===== config.mk =====
export PLATFORM = sky130hd
export DESIGN_NAME = mem_access_stage
export DESIGN_NICKNAME = d
export VERILOG_FILES = /design/src/rtl/mem_stage_pkg.sv /design/src/rtl/mem_wb_reg.sv /design/src/rtl/mem_access_stage.sv
export SDC_FILE = /design/constraint.sdc
export NUM_CORES = 1
export LEC_CHECK = 0
export BUFFER_PORTS_ARGS = -buffer_cell sky130_fd_sc_hd__clkbuf_2
export CAP_MARGIN = 20
export CORE_MARGIN = 1
export CORE_UTILIZATION = 36
export DETAILED_ROUTE_END_ITERATION = 10
export PLACE_DENSITY = 0.72
export SLEW_MARGIN = 20
export SYNTH_ARGS = -nofsm -noshare
export SYNTH_HDL_FRONTEND = slang
export SYNTH_SLANG_ARGS = --single-unit
export TNS_END_PERCENT = 10

===== constraint.sdc =====
create_clock -name clk_i -period 1.9 [get_ports clk_i]
set_input_delay 0.19 -clock clk_i [delete_from_list [all_inputs] [get_ports clk_i]]
set_output_delay 0.19 -clock clk_i [all_outputs]
set_load 0.02 [all_outputs]

===== src/rtl/mem_stage_pkg.sv =====
// Shared types and defaults for the MEM pipeline stage.
// State codes are plain localparams so legacy tooling can decode them.
package mem_stage_pkg;

    localparam int unsigned ADDR_W_DEF = 32;
    localparam int unsigned DATA_W_DEF = 32;
    localparam int unsigned REG_ADDR_W = 5;

    typedef logic [1:0] state_t;

    localparam state_t IDLE = 2'd0;
    localparam state_t BUSY = 2'd1;
    localparam state_t DONE = 2'd2;

endpackage


===== src/rtl/mem_wb_reg.sv =====
// MEM/WB pipeline register: loads on capture, squashes control on bubble,
// otherwise holds.
module mem_wb_reg
    import mem_stage_pkg::*;
#(
    parameter int unsigned ALU_W  = 32,
    parameter int unsigned DATA_W = 32
) (
    input  logic                  clk_i,
    input  logic                  rst_i,
    input  logic                  capture_i,
    input  logic                  bubble_i,
    input  logic                  reg_write_i,
    input  logic                  mem_to_reg_i,
    input  logic [ALU_W-1:0]      alu_out_i,
    input  logic [DATA_W-1:0]     mem_data_i,
    input  logic [REG_ADDR_W-1:0] rd_addr_i,
    output logic                  reg_write_o,
    output logic                  mem_to_reg_o,
    output logic [ALU_W-1:0]      alu_out_o,
    output logic [DATA_W-1:0]     mem_data_o,
    output logic [REG_ADDR_W-1:0] rd_addr_o
);

    always_ff @(posedge clk_i or negedge rst_i) begin
        if (!rst_i) begin
            reg_write_o  <= 1'b0;
            mem_to_reg_o <= 1'b0;
            alu_out_o    <= '0;
            mem_data_o   <= '0;
            rd_addr_o    <= '0;
        end else if (capture_i) begin
            reg_write_o  <= reg_write_i;
            mem_to_reg_o <= mem_to_reg_i;
            alu_out_o    <= alu_out_i;
            mem_data_o   <= mem_data_i;
            rd_addr_o    <= rd_addr_i;
        end else if (bubble_i) begin
            // Data fields hold; only the write-enabling fields are squashed.
            reg_write_o  <= 1'b0;
            mem_to_reg_o <= 1'b0;
            rd_addr_o    <= '0;
        end
    end

endmodule


===== src/rtl/mem_access_stage.sv =====
// MEM stage: variable-latency data-memory handshake with upstream stall and
// the MEM/WB register. Define DMEM_TIMEOUT_EN to abort accesses stuck in BUSY.
module mem_access_stage
    import mem_stage_pkg::*;
#(
    parameter int unsigned ADDR_W         = ADDR_W_DEF,
    parameter int unsigned DATA_W         = DATA_W_DEF,
    parameter int unsigned TIMEOUT_CYCLES = 255
) (
    input  logic                  clk_i,
    input  logic                  rst_i,
    input  logic                  RegWrite_i,
    input  logic                  MemtoReg_i,
    input  logic                  MemRead_i,
    input  logic                  MemWrite_i,
    input  logic [31:0]           ALUout_i,
    input  logic [DATA_W-1:0]     rs2_data_i,
    input  logic [REG_ADDR_W-1:0] rd_addr_i,
    output logic                  dmem_req_o,
    output logic                  dmem_we_o,
    output logic [ADDR_W-1:0]     dmem_addr_o,
    output logic [DATA_W-1:0]     dmem_wdata_o,
    input  logic                  dmem_ack_i,
    input  logic [DATA_W-1:0]     dmem_rdata_i,
    output logic                  stall_o,
    output logic                  RegWrite_o,
    output logic                  MemtoReg_o,
    output logic [31:0]           ALUout_o,
    output logic [DATA_W-1:0]     mem_data_o,
    output logic [REG_ADDR_W-1:0] rd_addr_o,
    output logic                  dmem_err_o
);

    state_t            state_q, state_d;
    logic [DATA_W-1:0] buf_q, buf_d;
    logic              mem_op;
    logic              req;
    logic              timeout;
    logic [DATA_W-1:0] wb_mem_data;

    assign mem_op = MemRead_i | MemWrite_i;

    // Gated by reset so an abandoned request drops the moment reset asserts.
    assign req = rst_i & (((state_q == IDLE) & mem_op) | (state_q == BUSY));

    assign dmem_req_o   = req;
    assign stall_o      = req;
    assign dmem_we_o    = MemWrite_i;
    assign dmem_addr_o  = {ALUout_i[ADDR_W-1:2], 2'b00};
    assign dmem_wdata_o = rs2_data_i;

`ifdef DMEM_TIMEOUT_EN
    localparam int unsigned CntW = ($clog2(TIMEOUT_CYCLES + 1) > 8) ?
                                   $clog2(TIMEOUT_CYCLES + 1) : 8;

    logic [CntW-1:0] cnt_q;
    logic            err_q;

    // Counter is zero on BUSY entry, so the last allowed cycle sees TIMEOUT_CYCLES-1.
    assign timeout = (state_q == BUSY) & ~dmem_ack_i &
                     (cnt_q == CntW'(TIMEOUT_CYCLES - 1));

    always_ff @(posedge clk_i or negedge rst_i) begin
        if (!rst_i) begin
            cnt_q <= '0;
            err_q <= 1'b0;
        end else begin
            cnt_q <= (state_q == BUSY) ? cnt_q + 1'b1 : '0;
            err_q <= timeout;
        end
    end

    assign dmem_err_o = err_q;
`else
    assign timeout    = 1'b0;
    assign dmem_err_o = 1'b0;
`endif

    always_comb begin
        state_d = state_q;
        buf_d   = buf_q;
        case (state_q)
            IDLE: begin
                if (mem_op) begin
                    if (dmem_ack_i) begin
                        state_d = DONE;
                        buf_d   = MemWrite_i ? '0 : dmem_rdata_i;
                    end else begin
                        state_d = BUSY;
                    end
                end
            end
            BUSY: begin
                if (dmem_ack_i) begin
                    state_d = DONE;
                    buf_d   = MemWrite_i ? '0 : dmem_rdata_i;
                end else if (timeout) begin
                    state_d = DONE;
                    buf_d   = '0;
                end
            end
            DONE:    state_d = IDLE;
            default: state_d = IDLE;
        endcase
    end

    always_ff @(posedge clk_i or negedge rst_i) begin
        if (!rst_i) begin
            state_q <= IDLE;
            buf_q   <= '0;
        end else begin
            state_q <= state_d;
            buf_q   <= buf_d;
        end
    end

    assign wb_mem_data = (state_q == DONE) ? buf_q : '0;

    mem_wb_reg #(
        .ALU_W  (32),
        .DATA_W (DATA_W)
    ) u_mem_wb_reg (
        .clk_i        (clk_i),
        .rst_i        (rst_i),
        .capture_i    (~stall_o),
        .bubble_i     (stall_o),
        .reg_write_i  (RegWrite_i),
        .mem_to_reg_i (MemtoReg_i),
        .alu_out_i    (ALUout_i),
        .mem_data_i   (wb_mem_data),
        .rd_addr_i    (rd_addr_i),
        .reg_write_o  (RegWrite_o),
        .mem_to_reg_o (MemtoReg_o),
        .alu_out_o    (ALUout_o),
        .mem_data_o   (mem_data_o),
        .rd_addr_o    (rd_addr_o)
    );

endmodule


==> results.cfg <==
[min_path]
whs_path_depth = 2
hold_class = in -> reg

[global_routing]
grt_pass1_vias = 2772
grt_use_total = 0.150
grt_pass1_wl_um = 14500
top_usage_layer = met2
antenna_found_initial = 0
grt_use_met3 = 0.0378
grtUsageMet2 = 0.226
gr-usage-met1 = 0.196
grt_start_max_net_pins = 106
grt_overflow = 0

[route]
drt_first_iter_violations = 157
routedWlPerCell_um = 16.2
drt-total-wl_um = 9250
postRouteAntennaNets = 0
dr.pass1.iters = 4
vias_per_cell = 4.79
drc_errors = 0
vias = 2736

[timing]
fin_skew_ps = 9.08
final-hold-violation-count = 0
fmax_ghz = 0.545
slew_headroom = 0.623
tns_ps = 0
layout_setup_ws_ps = 64.9
fin_crit_sh = 0.966
hold_slack_ps = 45.7
finalCriticalPeriod_ps = 1840
finalSetupViolations = 0
worst_pin_slew_ps = 566
rsz0062_at_grt = yes
finalMaxSlewViolations = 0

[worst_setup_path]
cp.arrival_ps = 1650
rr_worst_depth = 4
cp_max_fo = 31
crit_path_end_kind = output port
path_class = in -> out
required_ps = 1710
cp-start-kind = primary input

[cts]
cts_tree = yes
numCtsBuffers = 9
clock_latency_ps = 340
cts.sinks = 105
clock_path_buffers = 2
clk_root_buffer_cell = clkbuf_16
clkSlewWorstSetupHoldPaths_ps = 70
cts_setup_buffers = 0
h-tree-depth = 3

[yosys]
synth_top_area_cell = dfrtp_1
avgSynthCellArea_sq_um = 14.5
synth_area_sq_um = 4410
ys_seq_area_frac = 0.596
yosysWarnings = 0
ys_types = 17
ys_seq_elements = 105
synth_top_area_share = 0.596
syn_inst = 304
synth.top_cells.by_area = dfrtp_1, a22o_1, buf_4, mux2_4, buf_6

[power_and_ir_drop]
power_w = 0.00521
cellPowerDensity_nw_per_um2 = 994
peakVddDrop_mv = 0.442
leakage_nw = 2.80

[placed_design]
io_buffers = 179
place_inst = 554
place_ws_ps = 165
gp_congestion = 0.714
dp_hpwl_um = 6380

[layout]
drive_gt1_frac = 0.559
area_delta_synth_final_pct = 19.0
n_antenna_cell = 0
instances_no_fill = 571
final_nets = 527

[outcome]
status = complete, no violations

[floorplan]
rows = 40
die_area_sq_um = 12700
die_w_um = 113
core_sq_um = 12000
ios = 247
die_height_um = 113
start_util = 0.369

[run]
maxCapViolCount = 0
kinds of logic (layout without fill, tap and decap cells):
| family | after synthesis | after routing | share of synthesized area |
|---|---|---|---|
| flops | 105 | 105 | 0.596 |
| buf+inv | 87 | 205 | 0.145 |
| compound gates | 64 | 64 | 0.127 |
| mux | 32 | 32 | 0.107 |
| simple gates | 15 | 15 | 0.0236 |
| other cells | 1 | 3 | 0.000850 |
placed cells by master, fill, tap and decap left out, types with 2 or more instances in the layout:
cell type / Yosys / layout
mux2_2: 2 / 2
a22o_1: 64 / 64
nor2b_1: 8 / 7
mux2_4: 30 / 30
inv_6: 0 / 2
buf_4: 67 / 7
nor3_4: 0 / 2
clkbuf_16: 0 / 9
conb_1: 1 / 3
clkbuf_2: 0 / 178
dfrtp_1: 105 / 105
clkbuf_1: 4 / 2
cells in the mapped netlist, drive strengths merged:
cell type,number
clkbuf,4
nor3,3
nor2b,8
buf,82
inv,1
nor3b,1
dfrtp,105
nand2b,1
a22o,64
conb,1
or2,1
nor2,1
mux2,32
per-layer routing:
metal	vias to the layer above	share of wire
li1	1236	-
met1	1352	0.45
met2	127	0.46
met3	21	0.068
met4	0	0.023
met5	-	0
area by class of cell:
cell class                      instances  area (sq um)
Multi-Input combinational cell        114          1170
Sequential cell                       105          2630
Timing Repair Buffer                  188           988
Tap cell                              147           184
Fill cell                            1101          6720
Inverter                                1          3.75
Clock buffer                           11           233
Clock inverter                          5          38.8
final timing paths:
kind | startpoint | slack [ps] | end
worst min register to register | buf_q[4] | 490 | u_mem_wb_reg.mem_data_o[4]
worst max-delay path | rst_i | 60 | dmem_req_o
worst min-delay path | dmem_ack_i | 50 | state_q[0]
worst max register to register | state_q[0] | 100 | u_mem_wb_reg.alu_out_o[11]
max in group asynchronous | rst_i | 980 | buf_q[31]
min in group asynchronous | rst_i | 530 | u_mem_wb_reg.mem_data_o[9]
where the power goes:
group,switching (W),internal (W)
Sequential,0.000122,0.00244
Clock,0.000826,0.000900
Combinational,0.000519,0.000400
state kept, by name (all words and copies together) (netlist names):
| signal | flops |
|---|---|
| u_mem_wb_reg.alu_out_o | 32 |
| buf_q | 32 |
| state_q | 2 |
| u_mem_wb_reg.reg_write_o | 1 |
| u_mem_wb_reg.mem_to_reg_o | 1 |
| u_mem_wb_reg.mem_data_o | 32 |
| u_mem_wb_reg.rd_addr_o | 5 |
per-stage QoR:
step	utilization	instance area [sq um]
2_1_floorplan	-	4420
3_3_place_gp	0.414	4950
3_5_place_dp	0.414	4950
4_1_cts	0.438	5240
5_1_grt	0.438	5250
6_report	0.438	5250
critical path: stages:
cell and delay (ps):
dlygate4sd3_1 530, buf_4 150, nor3b_4 240, buf_8 290, clkbuf_2 230
timing repair:
item                       4_1_cts  5_1_grt
hold endpoints to repair       101        0
setup endpoints to repair        2        2
hold buffers                     1        0
gates resized for setup          1        3
(Power assumes the default switching activity.)
